File: src/rtl/l_port_arb_ctrl.sv
// rtl/l_port_arb_ctrl.sv - local-port round-robin wormhole arbiter with credit tracking
// Optional error checker enabled by defining L_PORT_ARB_ERR_CHK_EN.
module l_port_arb_ctrl #(
    parameter int         CREDIT_DEPTH = 4,
    parameter int         CREDIT_W     = 3,
    parameter logic [2:0] L_ADDR       = 3'b100
) (
    input  logic                clk,
    input  logic                reset,
    input  logic [2:0]          n_nexthop_addr_i,
    input  logic [2:0]          s_nexthop_addr_i,
    input  logic [2:0]          w_nexthop_addr_i,
    input  logic [2:0]          e_nexthop_addr_i,
    input  logic                n_valid_i,
    input  logic                s_valid_i,
    input  logic                w_valid_i,
    input  logic                e_valid_i,
    input  logic                n_tail_i,
    input  logic                s_tail_i,
    input  logic                w_tail_i,
    input  logic                e_tail_i,
    input  logic                credit_return_i,
    output logic                grant_n_o,
    output logic                grant_s_o,
    output logic                grant_w_o,
    output logic                grant_e_o,
    output logic [2:0]          grant_to_cs_o,
    output logic                flit_fire_o,
    output logic                change_order_o,
`ifdef L_PORT_ARB_ERR_CHK_EN
    output logic                err_o,
`endif
    output logic [CREDIT_W-1:0] credit_count_o
);

    typedef enum logic [1:0] {
        S_IDLE  = 2'd0,
        S_BUSY  = 2'd1,
        S_STALL = 2'd2
    } state_t;

    localparam logic [CREDIT_W-1:0] CREDIT_FULL = CREDIT_W'(CREDIT_DEPTH);

    state_t              state, state_nxt;
    logic [1:0]          ptr;
    logic [1:0]          owner;
    logic [CREDIT_W-1:0] credit_count;

    logic [3:0]          valid_v;
    logic [3:0]          tail_v;
    logic [3:0][2:0]     addr_v;
    logic [3:0]          req;
    logic                any_req;
    logic [1:0]          winner;
    logic [1:0]          search_idx;
    logic                owner_valid;
    logic                owner_tail;
    logic                credit_ok;
    logic                fire;
    logic [3:0]          grant_v;

    // Index 0..3 = N, S, W, E throughout.
    assign valid_v = {e_valid_i, w_valid_i, s_valid_i, n_valid_i};
    assign tail_v  = {e_tail_i, w_tail_i, s_tail_i, n_tail_i};
    assign addr_v  = {e_nexthop_addr_i, w_nexthop_addr_i, s_nexthop_addr_i, n_nexthop_addr_i};

    always_comb begin
        for (int i = 0; i < 4; i++) begin
            req[i] = valid_v[i] & (addr_v[i] == L_ADDR);
        end
    end

    assign any_req = |req;

    // Scan from the farthest offset back to ptr so the closest requester wins.
    always_comb begin
        winner     = ptr;
        search_idx = ptr;
        for (int k = 3; k >= 0; k--) begin
            search_idx = ptr + 2'(k);
            if (req[search_idx]) begin
                winner = search_idx;
            end
        end
    end

    assign owner_valid = valid_v[owner];
    assign owner_tail  = tail_v[owner];
    assign credit_ok   = (credit_count != '0);
    assign fire        = (state == S_BUSY) & owner_valid & credit_ok;

    always_ff @(posedge clk) begin
        if (!reset) begin
            state <= S_IDLE;
        end else begin
            state <= state_nxt;
        end
    end

    always_comb begin
        state_nxt = state;
        case (state)
            S_IDLE: begin
                if (any_req) begin
                    state_nxt = S_BUSY;
                end
            end
            S_BUSY: begin
                if (fire && owner_tail) begin
                    state_nxt = S_IDLE;
                end else if (fire && (credit_count == CREDIT_W'(1)) && !credit_return_i) begin
                    state_nxt = S_STALL;
                end
            end
            S_STALL: begin
                if (credit_ok) begin
                    state_nxt = S_BUSY;
                end
            end
            default: state_nxt = S_IDLE;
        endcase
    end

    always_comb begin
        grant_v       = 4'b0000;
        grant_to_cs_o = 3'b111;
        if (fire) begin
            grant_v[owner] = 1'b1;
            grant_to_cs_o  = {1'b0, owner};
        end
    end

    assign grant_n_o      = grant_v[0];
    assign grant_s_o      = grant_v[1];
    assign grant_w_o      = grant_v[2];
    assign grant_e_o      = grant_v[3];
    assign flit_fire_o    = fire;
    assign credit_count_o = credit_count;

    always_ff @(posedge clk) begin
        if (!reset) begin
            owner          <= 2'd0;
            ptr            <= 2'd0;
            change_order_o <= 1'b0;
        end else begin
            change_order_o <= fire & owner_tail;
            if ((state == S_IDLE) && any_req) begin
                owner <= winner;
            end
            if (fire && owner_tail) begin
                ptr <= owner + 2'd1;
            end
        end
    end

    // A return at full depth is dropped so the counter never exceeds the buffer size.
    always_ff @(posedge clk) begin
        if (!reset) begin
            credit_count <= CREDIT_FULL;
        end else begin
            case ({credit_return_i, fire})
                2'b10: begin
                    if (credit_count != CREDIT_FULL) begin
                        credit_count <= credit_count + CREDIT_W'(1);
                    end
                end
                2'b01:   credit_count <= credit_count - CREDIT_W'(1);
                default: credit_count <= credit_count;
            endcase
        end
    end

`ifdef L_PORT_ARB_ERR_CHK_EN
    logic [2:0] owner_addr;
    logic [3:0] mid_pkt;
    logic [3:0] owner_onehot;
    logic       err_set;

    always_comb begin
        owner_onehot        = 4'b0000;
        owner_onehot[owner] = 1'b1;
    end

    // A non-owner input that was left mid-packet must not be raising requests with tail set.
    assign err_set = (credit_return_i && (credit_count == CREDIT_FULL))
                   || ((state == S_BUSY) && |(req & ~owner_onehot & tail_v & mid_pkt))
                   || ((state == S_BUSY) && owner_valid && (addr_v[owner] != owner_addr));

    always_ff @(posedge clk) begin
        if (!reset) begin
            owner_addr <= 3'b000;
            mid_pkt    <= 4'b0000;
            err_o      <= 1'b0;
        end else begin
            if ((state == S_IDLE) && any_req) begin
                owner_addr <= addr_v[winner];
            end
            if (fire) begin
                mid_pkt[owner] <= ~owner_tail;
            end
            if (err_set) begin
                err_o <= 1'b1;
            end
        end
    end
`endif

endmodule

File: config.mk
export PLATFORM = sky130hd
export DESIGN_NAME = l_port_arb_ctrl
export DESIGN_NICKNAME = d
export VERILOG_FILES = /design/src/rtl/l_port_arb_ctrl.sv
export SDC_FILE = /design/constraint.sdc
export NUM_CORES = 1
export LEC_CHECK = 0
export BUFFER_PORTS_ARGS = -buffer_cell sky130_fd_sc_hd__clkbuf_2
export CORE_ASPECT_RATIO = 0.7
export CORE_MARGIN = 2
export CORE_UTILIZATION = 40
export CTS_CLUSTER_SIZE = 30
export DETAILED_ROUTE_END_ITERATION = 10
export GPL_ROUTABILITY_DRIVEN = 0
export GPL_TIMING_DRIVEN = 1
export PLACE_DENSITY = 0.77
export SLEW_MARGIN = 20
export SYNTH_ARGS = -nofsm -noshare
export SYNTH_HDL_FRONTEND = slang
export SYNTH_SLANG_ARGS = --single-unit
File: constraint.sdc
create_clock -name clk -period 2.7 [get_ports clk]
set_input_delay 0.81 -clock clk [delete_from_list [all_inputs] [get_ports clk]]
set_output_delay 0.81 -clock clk [all_outputs]
set_load 0.03 [all_outputs]
-- Word level (Yosys, flattened, before mapping)
Index checks and enable logic that the tools add are counted.
- reduce and logical (&&, ||, !) cells: 12
- add/subtract/negate cells: 6
- $lt $le $gt $ge: 6
- mux-type cells: 27
- bitwise gates (word level): 7
- equal/unequal tests: 14
- operators with widths (operator ; count):
    two-way mux 2 bit ; 8
    less-than comparator 2 x 3 -> 1 bit, second input constant ; 5
    binary-select mux 1 bit (select 2 bit) ; 6
    == test 3 bit, second input constant ; 4
    bitwise AND 1 bit ; 7
    two-way mux 1 bit ; 7
    two-way mux 3 bit ; 2
    inequality test 2 bit, second input constant ; 3
    case mux 2 bit (3 select lines) ; 1
    case mux 3 bit (2 select lines) ; 1
    logical AND 1 bit ; 5
    adder 2 x 1 -> 2 bit, second input constant ; 2
    adder 2 bit, second input constant ; 2
    == test 2 x 1 -> 1 bit, second input constant ; 2
    == test 2 bit, second input constant ; 2
    two-way mux 4 bit ; 1
    OR reduction 4 bit ; 1
    adder 3 x 1 -> 3 bit, second input constant ; 1
    == test 3 x 1 -> 1 bit, second input constant ; 1
    inequality test 3 x 1 -> 1 bit, second input constant ; 1
    inequality test 3 bit, second input constant ; 1
    AND reduction 3 bit ; 1
    nonzero test 3 bit ; 1
    subtractor 3 x 1 -> 3 bit, second input constant ; 1
    6 further kinds ; 6
- bits in registers: 10
- output and inout port bits: 12
- input bits: 23

-- Longest topological paths before layout
- word-level depth: 9
- mapped depth: 8
- gate-level depth less buffers: 7

-- Worst setup path before layout
No wires, ideal clock.
- kind: input-to-output
- start: in e_valid_i
- end: out grant_e_o
- path slack: -50 ps
- stages: 5
- data arrival time: 1940 ps
- path through: mux4_2 nand3_4 inv_4 buf_8 and2_2
- cells in the longest elaborated chain, start to end: 5
- RTL lines (element ; line ; text):
    start, declared ; 17 ; input logic e_valid_i,
    binary-select mux 1 bit (select 2 bit) ; 87 ; assign owner_valid = valid_v[owner];
    two-way mux 1 bit (implied by the code) ; 87 ;
    bitwise AND 1 bit (2 in series) ; 90 ; assign fire = (state == S_BUSY) & owner_valid & credit_ok;
    via flit_fire_o ; 28 ; output logic flit_fire_o,
    two-way mux 4 bit ; 127 ; if (fire) begin
    end, declared ; 26 ; output logic grant_e_o,
The timed path passes the listed nets, and every way through them passes these cells. The select of a mux whose other input is x is not followed.

-- Worst setup path after layout
- start: in e_valid_i
- end: out grant_n_o
- cells in the longest elaborated chain, start to end: 5
- RTL lines (element ; line ; text):
    binary-select mux 1 bit (select 2 bit) ; 87 ;
    two-way mux 1 bit (implied by the code) ; 87 ;
    bitwise AND 1 bit (2 in series) ; 90 ;
    two-way mux 4 bit ; 127 ;
    end, declared ; 23 ; output logic grant_n_o,
No other way between the ends. The select of a mux whose other input is x is not followed.

==> run metrics <==
Die Span X 59.9 um; Max Clk Rate 375 MHz; 1st-iter DRT viols 21; P&R area growth vs syn 38.3%; post-route ant nets 0; vias per cell 5.49; crit-path max FO 7; Main synth FF type dfxtp_1; status finished clean; Starting Density 41.5%; syn avg cell area 8.91 sq um; total grt overflow 0; Antenna Cells 0; leak pwr 0.529 nW; Arr. time, crit path 1860 ps; Netlist cell types 44; worst slew pin tran 653 ps; pwr/cell area 415 nW/um^2; Syn Inst Count 98; worst hold slack 541 ps; Int Power 327 uW; Worst-Skew Late Latency 260 ps; Slew HR 55.9%; Comb power frac 38.4%; core box area 2100 sq um; FF-to-FF End credit_count_o[2]$_SDFFE_PN1P_; final hold vios 0; Die H 43.1 um; DRT Pass-1 Iters 4; Finished Layout Cells 166; cell taking the most area after synthesis dfxtp_1; critical path class in2out; layout cells sized above 1 40.8%; Sw Pwr 173 uW; die area 2580 sq um; Switching Fraction 34.6%; CTS sink count 10; startpoint types input port; HP Start ptr[1]$_SDFFE_PN0P_; post-synth top area share 22.9%; Avg WL per Cell 12.8 um; TritonCTS buffer count 3; Synth Register Bits 10; DPL Wire Length 1760 um; nets 174; Root Driver clkbuf_4; RSZ-0062 raised after global routing no; Placed Cells incl. Taps 162; peak supply drop 0.196 mV; Clk pwr share 26.4%; hold path depth 2; Worst setup EP type output port; All-Layer GR Usage 18.5%; Boundary Pins 35; Final setup viols 0; H-tree lvl count 1; max_cap viols 0; CTS tree yes; Setup Buffers After CTS 0; filler cell count 183; Max Root-Sink Buffers 2; asr flop ratio synth 0%; Vias 912; post-synthesis sequential area ratio 22.9%; worst r2r src owner[0]$_SDFFE_PN0P_; Synth top cells by count dfxtp_1 (10), ha_1 (8), inv_1 (8), nand2_1 (8), o21ai_0 (5); most common cell in the synthesized netlist dfxtp_1; number of global-route vias before repair 878; footprint of the multi-input gates 626 sq um; fin crit share 98.8%; Post-synth EDFFs 0; Mapped Nets 129; Crit path required time 1890 ps; Remaining DRCs 0; Clock Skews 3.98 ps; largest net degree at the start of global routing 9; HP Class reg2reg; I/O Buffers 34; clock period minus worst slack 2670 ps; initial antenna violation count 0; Synth Warn # 0; drt total wl 2130 um; synth top area cells dfxtp_1 (23%), ha_1 (11%), nor4bb_1 (3.4%), and2_2 (3.4%), inv_1 (3.4%); Worst-path clk slew 70 ps; synthesized area 873 sq um; Reg2Reg Setup Slack 910 ps; Sequential Power Share 35.2%; Sequential Area 200 sq um; max-slew violation count 0; # rows 14; wire length of the first global-routing pass 3700 um; R2R cell count 5; hold path endpoint ptr[1]$_SDFFE_PN0P_
## cells in the final DEF, fill, tap and decap left out, types with 3 or more instances in the layout
| cell | count |
|---|---|
| a21oi_1 | 3 |
| and2_4 | 4 |
| buf_4 | 8 |
| buf_8 | 4 |
| clkbuf_2 | 29 |
| clkbuf_4 | 3 |
| dfxtp_1 | 10 |
| ha_1 | 8 |
| inv_1 | 8 |
| nand2_1 | 8 |
| nand3_1 | 3 |
| nor2_1 | 4 |
| nor3_1 | 3 |
| nor4bb_1 | 3 |
| o21ai_0 | 5 |
## critical path, stage by stage
cell	delay, ps
clkbuf_2	90
mux4_2	510
nand3_4	100
inv_4	50
and2_4	150
clkbuf_8	150
## sequential cells by signal (all words and copies together) (netlist names)
register,count
owner,2
ptr,2
state,2
change_order_o,1
credit_count_o,3
## what timing repair did
action                     4_1_cts  5_1_grt
setup endpoints to repair        5        8
hold buffers                     0        0
resized for setup               11        8
## power groups by stage
stage                     clock network [mW]  registers, mW  logic, mW
final                                  0.132          0.176      0.192
after global routing                   0.144          0.178      0.213
after CTS                              0.135          0.176      0.190
after detailed placement                   0          0.180      0.183
after global placement                     0          0.178      0.178
after floorplan                            0          0.189      0.112
## stage by stage
| stage | util (%) | cell area, sq um | total power, mW | TNS [ps] | setup WS, ps |
|---|---|---|---|---|---|
| after global placement | 53.0 | 1110 | 0.357 | -27.3 | -8.49 |
| after detailed placement | 53.0 | 1110 | 0.362 | -86.5 | -24.0 |
| final | 57.4 | 1210 | 0.501 | 0 | 33.2 |
| after CTS | 56.9 | 1200 | 0.501 | -27.7 | -10.2 |
| after floorplan | - | 873 | 0.302 | -248 | -49.6 |
| after global routing | 57.4 | 1210 | 0.535 | 0 | 8.64 |
## area by class of cell
cell class,count,share of cell area [%]
clock buffer,4,3.01
timing repair buffer,42,23.1
multi-input combinational,77,51.8
tap,24,2.49
inverter,9,3.01
sequential,10,16.6
## routing by layer
metal	global-route usage (%)	share of wire, %	up-vias
met5	0	0	-
met4	4.44	0	0
met3	3.66	2.0	0
met2	32.0	52	15
met1	23.2	46	435
li1	-	-	462
## worst max path at each step
stage / from / endpoint / cells past startpoint
after floorplan: e_valid_i / grant_e_o / 5
after global placement: e_valid_i / grant_n_o / 6
after detailed placement: e_valid_i / grant_n_o / 6
after CTS: e_valid_i / grant_e_o / 6
after global routing: e_valid_i / grant_n_o / 6
final: e_valid_i / grant_n_o / 6
## cells by family (layout without fill, tap and decap cells)
group | after synthesis | after routing | synth area share [%]
AOI/OAI and AO/OA | 27 | 27 | 23.2
adders and majority gates | 8 | 8 | 11.5
buffers and inverters | 11 | 55 | 6.30
DFF | 10 | 10 | 22.9
muxes | 3 | 3 | 6.73
and+or+nand+nor | 39 | 39 | 29.4
No activity file was read; power rests on OpenSTA's default activity.
